## src/rtl/mig_app_arbiter.sv

```systemverilog
// mig_app_arbiter: round-robin whole-burst scheduler between one write client and one read
// client on the MIG 7-series app_* interface (ui_clk domain). Define MIG_ARB_STATS_EN to add
// burst/beat statistics counters.
module mig_app_arbiter #(
    parameter int ADDR_WIDTH     = 28,
    parameter int APP_DATA_WIDTH = 128,
    parameter int LEN_WIDTH      = 16,
    parameter int ADDR_STEP      = 8
) (
    input  logic                      ui_clk,
    input  logic                      ui_rst,
    input  logic                      init_calib_complete,
    input  logic                      wr_req,
    input  logic [ADDR_WIDTH-1:0]     wr_addr,
    input  logic [LEN_WIDTH-1:0]      wr_len,
    input  logic [APP_DATA_WIDTH-1:0] wr_data,
    output logic                      wr_data_req,
    output logic                      wr_busy,
    output logic                      wr_done,
    input  logic                      rd_req,
    input  logic [ADDR_WIDTH-1:0]     rd_addr,
    input  logic [LEN_WIDTH-1:0]      rd_len,
    output logic                      rd_busy,
    output logic                      rd_done,
    output logic [APP_DATA_WIDTH-1:0] rd_data,
    output logic                      rd_data_valid,
    output logic [ADDR_WIDTH-1:0]     app_addr,
    output logic [2:0]                app_cmd,
    output logic                      app_en,
    output logic [APP_DATA_WIDTH-1:0] app_wdf_data,
    output logic                      app_wdf_wren,
    output logic                      app_wdf_end,
    input  logic                      app_rdy,
    input  logic                      app_wdf_rdy,
    input  logic [APP_DATA_WIDTH-1:0] app_rd_data,
    input  logic                      app_rd_data_valid
`ifdef MIG_ARB_STATS_EN
    ,
    output logic [31:0]               wr_burst_cnt,
    output logic [31:0]               rd_burst_cnt,
    output logic [31:0]               rd_beat_cnt
`endif
);
    localparam logic [1:0] IDLE  = 2'd0;
    localparam logic [1:0] WRITE = 2'd1;
    localparam logic [1:0] READ  = 2'd2;

    logic [1:0]                state_q, state_d;
    logic                      last_rd_q, last_rd_d;
    logic [ADDR_WIDTH-1:0]     addr_q, addr_d;
    logic [LEN_WIDTH-1:0]      rem_q, rem_d;
    logic                      wr_done_q, wr_done_d, rd_done_q, rd_done_d;
    logic [APP_DATA_WIDTH-1:0] rd_data_q;
    logic                      rd_valid_q;
    logic                      wr_fire, rd_fire, last, grant_wr;

    // Beat qualification: a beat issues only for a live burst with the MIG ready and calibrated
    always_comb begin
        wr_fire  = state_q == WRITE && rem_q != '0 && app_rdy && app_wdf_rdy && init_calib_complete;
        rd_fire  = state_q == READ && rem_q != '0 && app_rdy && init_calib_complete;
        last     = state_q != IDLE && (rem_q == '0 || ((wr_fire || rd_fire) && rem_q == LEN_WIDTH'(1)));
        grant_wr = wr_req && (!rd_req || last_rd_q);
    end

    // Next-state: grant in IDLE, advance address/count per beat, return to IDLE after the last beat
    always_comb begin
        state_d   = state_q;
        last_rd_d = last_rd_q;
        addr_d    = addr_q;
        rem_d     = rem_q;
        if (state_q == IDLE) begin
            if (init_calib_complete && (wr_req || rd_req)) begin
                state_d = grant_wr ? WRITE : READ;
                addr_d  = grant_wr ? wr_addr : rd_addr;
                rem_d   = grant_wr ? wr_len : rd_len;
            end
        end else begin
            if (wr_fire || rd_fire) begin
                addr_d = addr_q + ADDR_WIDTH'(ADDR_STEP);
                rem_d  = rem_q - LEN_WIDTH'(1);
            end
            if (last) begin
                state_d   = IDLE;
                last_rd_d = state_q == READ;
            end
        end
        wr_done_d = last && state_q == WRITE;
        rd_done_d = last && state_q == READ;
    end

    // State registers; last_grant resets to READ so the first contested grant goes to the writer
    always_ff @(posedge ui_clk or posedge ui_rst) begin
        if (ui_rst) begin
            state_q    <= IDLE;
            last_rd_q  <= 1'b1;
            addr_q     <= '0;
            rem_q      <= '0;
            wr_done_q  <= 1'b0;
            rd_done_q  <= 1'b0;
            rd_data_q  <= '0;
            rd_valid_q <= 1'b0;
        end else begin
            state_q    <= state_d;
            last_rd_q  <= last_rd_d;
            addr_q     <= addr_d;
            rem_q      <= rem_d;
            wr_done_q  <= wr_done_d;
            rd_done_q  <= rd_done_d;
            rd_data_q  <= app_rd_data;
            rd_valid_q <= app_rd_data_valid;
        end
    end

    assign app_en        = wr_fire || rd_fire;
    assign app_wdf_wren  = wr_fire;
    assign app_wdf_end   = wr_fire;
    assign wr_data_req   = wr_fire;
    assign app_wdf_data  = wr_fire ? wr_data : '0;
    assign app_cmd       = {2'b00, state_q == READ};
    assign app_addr      = addr_q;
    assign wr_busy       = state_q == WRITE;
    assign rd_busy       = state_q == READ;
    assign wr_done       = wr_done_q;
    assign rd_done       = rd_done_q;
    assign rd_data       = rd_data_q;
    assign rd_data_valid = rd_valid_q;

`ifdef MIG_ARB_STATS_EN
    // Statistics: completed bursts per direction and returned read beats, free-running 32-bit
    always_ff @(posedge ui_clk or posedge ui_rst) begin
        if (ui_rst) begin
            wr_burst_cnt <= '0;
            rd_burst_cnt <= '0;
            rd_beat_cnt  <= '0;
        end else begin
            wr_burst_cnt <= wr_burst_cnt + {31'd0, wr_done_q};
            rd_burst_cnt <= rd_burst_cnt + {31'd0, rd_done_q};
            rd_beat_cnt  <= rd_beat_cnt + {31'd0, rd_valid_q};
        end
    end
`endif
endmodule

```

## config.mk

```make
export PLATFORM = sky130hd
export DESIGN_NAME = mig_app_arbiter
export DESIGN_NICKNAME = d
export VERILOG_FILES = /design/src/rtl/mig_app_arbiter.sv
export SDC_FILE = /design/constraint.sdc
export NUM_CORES = 1
export LEC_CHECK = 0
export CAP_MARGIN = 10
export CORE_AREA = 3 3 253 255
export CTS_BUF_LIST = sky130_fd_sc_hd__clkbuf_8
export CTS_CLUSTER_DIAMETER = 80
export DETAILED_ROUTE_END_ITERATION = 10
export DIE_AREA = 0 0 256 258
export SYNTH_ARGS = -nofsm -noshare
export SYNTH_HDL_FRONTEND = slang
export SYNTH_SLANG_ARGS = --single-unit
```

## constraint.sdc

```tcl
create_clock -name ui_clk -period 5.5 [get_ports ui_clk]
set_input_delay 1.1 -clock ui_clk [delete_from_list [all_inputs] [get_ports ui_clk]]
set_output_delay 1.1 -clock ui_clk [all_outputs]
set_load 0.05 [all_outputs]
```

==> reports/summary.json <==
{
  "path_common_cell": "clkdlybuf4s50_1",
  "hold_buffers": 0,
  "antenna_violations_before_repair": 21,
  "area_growth_syn_to_layout_pct": 103.6,
  "yosys_warnings": 0,
  "synth-edff-count": 0,
  "core_um2": 61830,
  "timing.max_cap.violations": 0,
  "netlist-cell-type-count": 52,
  "worstReg2RegStart": "rem_q[0]",
  "tritoncts": "yes",
  "fin_setup_tns_ps": 0,
  "post-layout-total-power_mw": 4.788,
  "cp-end-kind": "primary output",
  "global_route_wire_length_before_repair_mm": 64.27,
  "mostFrequentLayoutCell": "clkdlybuf4s50_1",
  "filler_cell_count": 6559,
  "mostFrequentLayoutCells": "clkdlybuf4s50_1 (645), dfrtp_1 (177), and2_1 (129)",
  "hold_depth": 1,
  "grt_max_degree": 116,
  "grt_overflow": 0,
  "maxClockFrequency_ghz": 0.2200,
  "power_dens_cells_nw_per_um2": 308.0,
  "synth.ff_latch_count": 178,
  "detailedRoute.firstIterationViolations": 457,
  "clock_sink_count": 178,
  "final.setup_skew_ps": 20.96,
  "num-nets-final": 1673,
  "place.detailed.hpwl_mm": 37.10,
  "path_clk_slew_ps": 120,
  "antenna_nets_post_route": 0,
  "cts_buffers": 17,
  "hold_end": "last_rd_q",
  "synthArstFlopShare_pct": 100.0,
  "worst-slew-pin-transition_ps": 1073,
  "avgRoutedWirePerCell_um": 21.09,
  "fp.dieArea_um2": 66050,
  "io_buffer_count": 645,
  "timing.reg2reg.worst_path_depth": 8,
  "vias": 8104,
  "drt_drc_violations_left": 0,
  "gp_routability_congestion": 0.8984,
  "critical_path.reg2reg.endpoint": "rem_q[10]",
  "min_from": "last_rd_q",
  "critical_path_required_ps": 4400,
  "syn-instance-count": 690,
  "worst_path_max_delay_cell": "clkdlybuf4s50_1",
  "die_w_um": 256,
  "detailed_route_wire_length_mm": 45.95,
  "setup.worst_path.start_class": "input port",
  "mappedNetlistArea_um2": 7634,
  "final_layout_size_suffix_gt1_share_pct": 4.962,
  "post_synth.cell_area_avg_um2": 11.06,
  "layout_min_cycle_time_ps": 4545,
  "io_pins": 648,
  "cts.repair_timing.setup_buffer_count": 0,
  "initial_utilization_pct": 12.35,
  "cts_htree_levels": 4,
  "viasPerCell": 3.719,
  "clock-root-buffer": "clkbuf_8",
  "die_height_um": 258,
  "worstSkewPairLatency_ps": 550,
  "fin_worst_hold_slack_ps": 530.5,
  "worstPathArrival_ps": 3440,
  "crit_path_max_fanout": 67,
  "synthFlopType": "dfrtp_1",
  "power_leakage_nw": 5.895,
  "track_usage_pct": 13.49,
  "clock_tree.buffer_depth": 2,
  "synth-seq-area-share_pct": 58.37,
  "ctsResizeCount": 0,
  "critPathKind": "input port to primary output",
  "max_stage_delay_ps": 840,
  "final_hold_viol_count": 0,
  "first_global_vias": 8528,
  "dr.pass1.iters": 5,
  "critical_path.cell_chain": "clkdlybuf4s50_1, nand4_1, a21oi_4, buf_12, and2_1, clkdlybuf4s50_1",
  "fin_util_pct": 25.14,
  "hold_class": "flip-flop to flip-flop",
  "final_min_period_over_clock_period_pct": 82.63,
  "fp-row-count": 91,
  "outcome": "complete, no violations",
  "worst_ir_drop_vdd_mv": 0.1564,
  "setup-violations-final": 0,
  "grt_setup_unrepaired": "false",
  "slew_viol_final": 0,
  "slew_headroom_pct": 28.30,
  "reg2reg_setup_slack_ps": 2240
}
flip-flops by register name, indices dropped and copies added (netlist names):
| register | count |
|---|---|
| app_addr | 28 |
| state_q | 2 |
| rd_data | 128 |
| rd_data_valid | 1 |
| wr_done | 1 |
| rd_done | 1 |
| rem_q | 16 |
| last_rd_q | 1 |
power by group:
| part | switching [mW] | internal, mW |
|---|---|---|
| Combinational | 1.19 | 0.773 |
| Sequential | 0.246 | 1.51 |
| Clock | 0.686 | 0.377 |
cells by family after synthesis:
family                   Yosys count  share of synthesized area, %
buffers and inverters             55                         3.770
flip-flops                       178                         58.37
AO/OA/AOI/OAI                    135                         12.03
AND/OR/NAND/NOR                  285                         20.72
multiplexers                      32                         4.409
other                              1                       0.04913
adder cells (fa/ha/maj)            4                        0.6557
layer usage:
layer	track usage [%]	vias up	wire length (µm)
li1	-	3655	-
met3	5.178	54	4024
met5	0	-	12
met2	23.23	480	23300
met4	4.625	2	903
met1	15.29	3913	17720
synth_stat cells (all sizes together), types with 2 or more instances:
library cell	n	area share, %
dfrtp	177	58
and2	130	11
nand2	44	2.2
a21oi	37	2.5
nor2	34	1.7
clkbuf	31	1.9
nand3	26	1.7
o21ai	21	1.4
mux2i	19	2.5
o22a	19	2.2
buf	18	1.6
mux2	13	1.9
nand4	11	0.90
a2bb2oi	10	1.1
a31oi	10	0.82
a22o	8	0.92
nor3	8	0.52
a32oi	7	0.80
and3	7	0.57
inv	6	0.30
nor4	6	0.69
o22ai	6	0.49
ha	4	0.66
o211ai	4	0.39
a22oi	3	0.30
and4	3	0.34
nand3b	3	0.30
nor2b	3	0.25
o2bb2ai	3	0.34
or4	3	0.30
a21o	2	0.20
nand2b	2	0.16
nor3b	2	0.20
through the flow:
stage / std cells / setup slack, ps / instance area (µm²)
floorplan: 691 / 1679 / 7641
global placement: 2134 / 892.5 / 15050
detailed placement: 2134 / 923.8 / 15050
CTS: 2166 / 889.6 / 15510
global route: 2177 / 819.0 / 15540
finish: 2179 / 955.1 / 15540
how the worst max path moves through the flow:
stage | startpoint | to | cells after the start
finish | app_wdf_rdy | app_wdf_data[82] | 6
global route | app_rdy | app_wdf_data[82] | 6
CTS | app_rdy | app_wdf_data[82] | 6
detailed placement | app_rdy | app_wdf_data[82] | 6
global placement | app_wdf_rdy | app_wdf_data[86] | 6
floorplan | state_q[1] | app_wdf_data[118] | 6
critical path, delay by kind of cell:
kind | cells | cell delay (ps)
buffers and inverters | 3 | 1600
and+or+nand+nor | 2 | 360
AOI/OAI and AO/OA | 1 | 330
final cells by class:
cell class,count,area [µm²],area share [%]
Timing Repair Buffer,656,6599,42.45
Sequential cell,178,4456,28.66
Multi-Input combinational cell,458,2928,18.83
Tap cell,837,1047,6.737
Clock buffer,17,234.0,1.505
Clock inverter,15,225.2,1.449
Antenna cell,12,30.03,0.1932
Inverter,6,26.28,0.1690
Power figures use the tool's default switching activity.
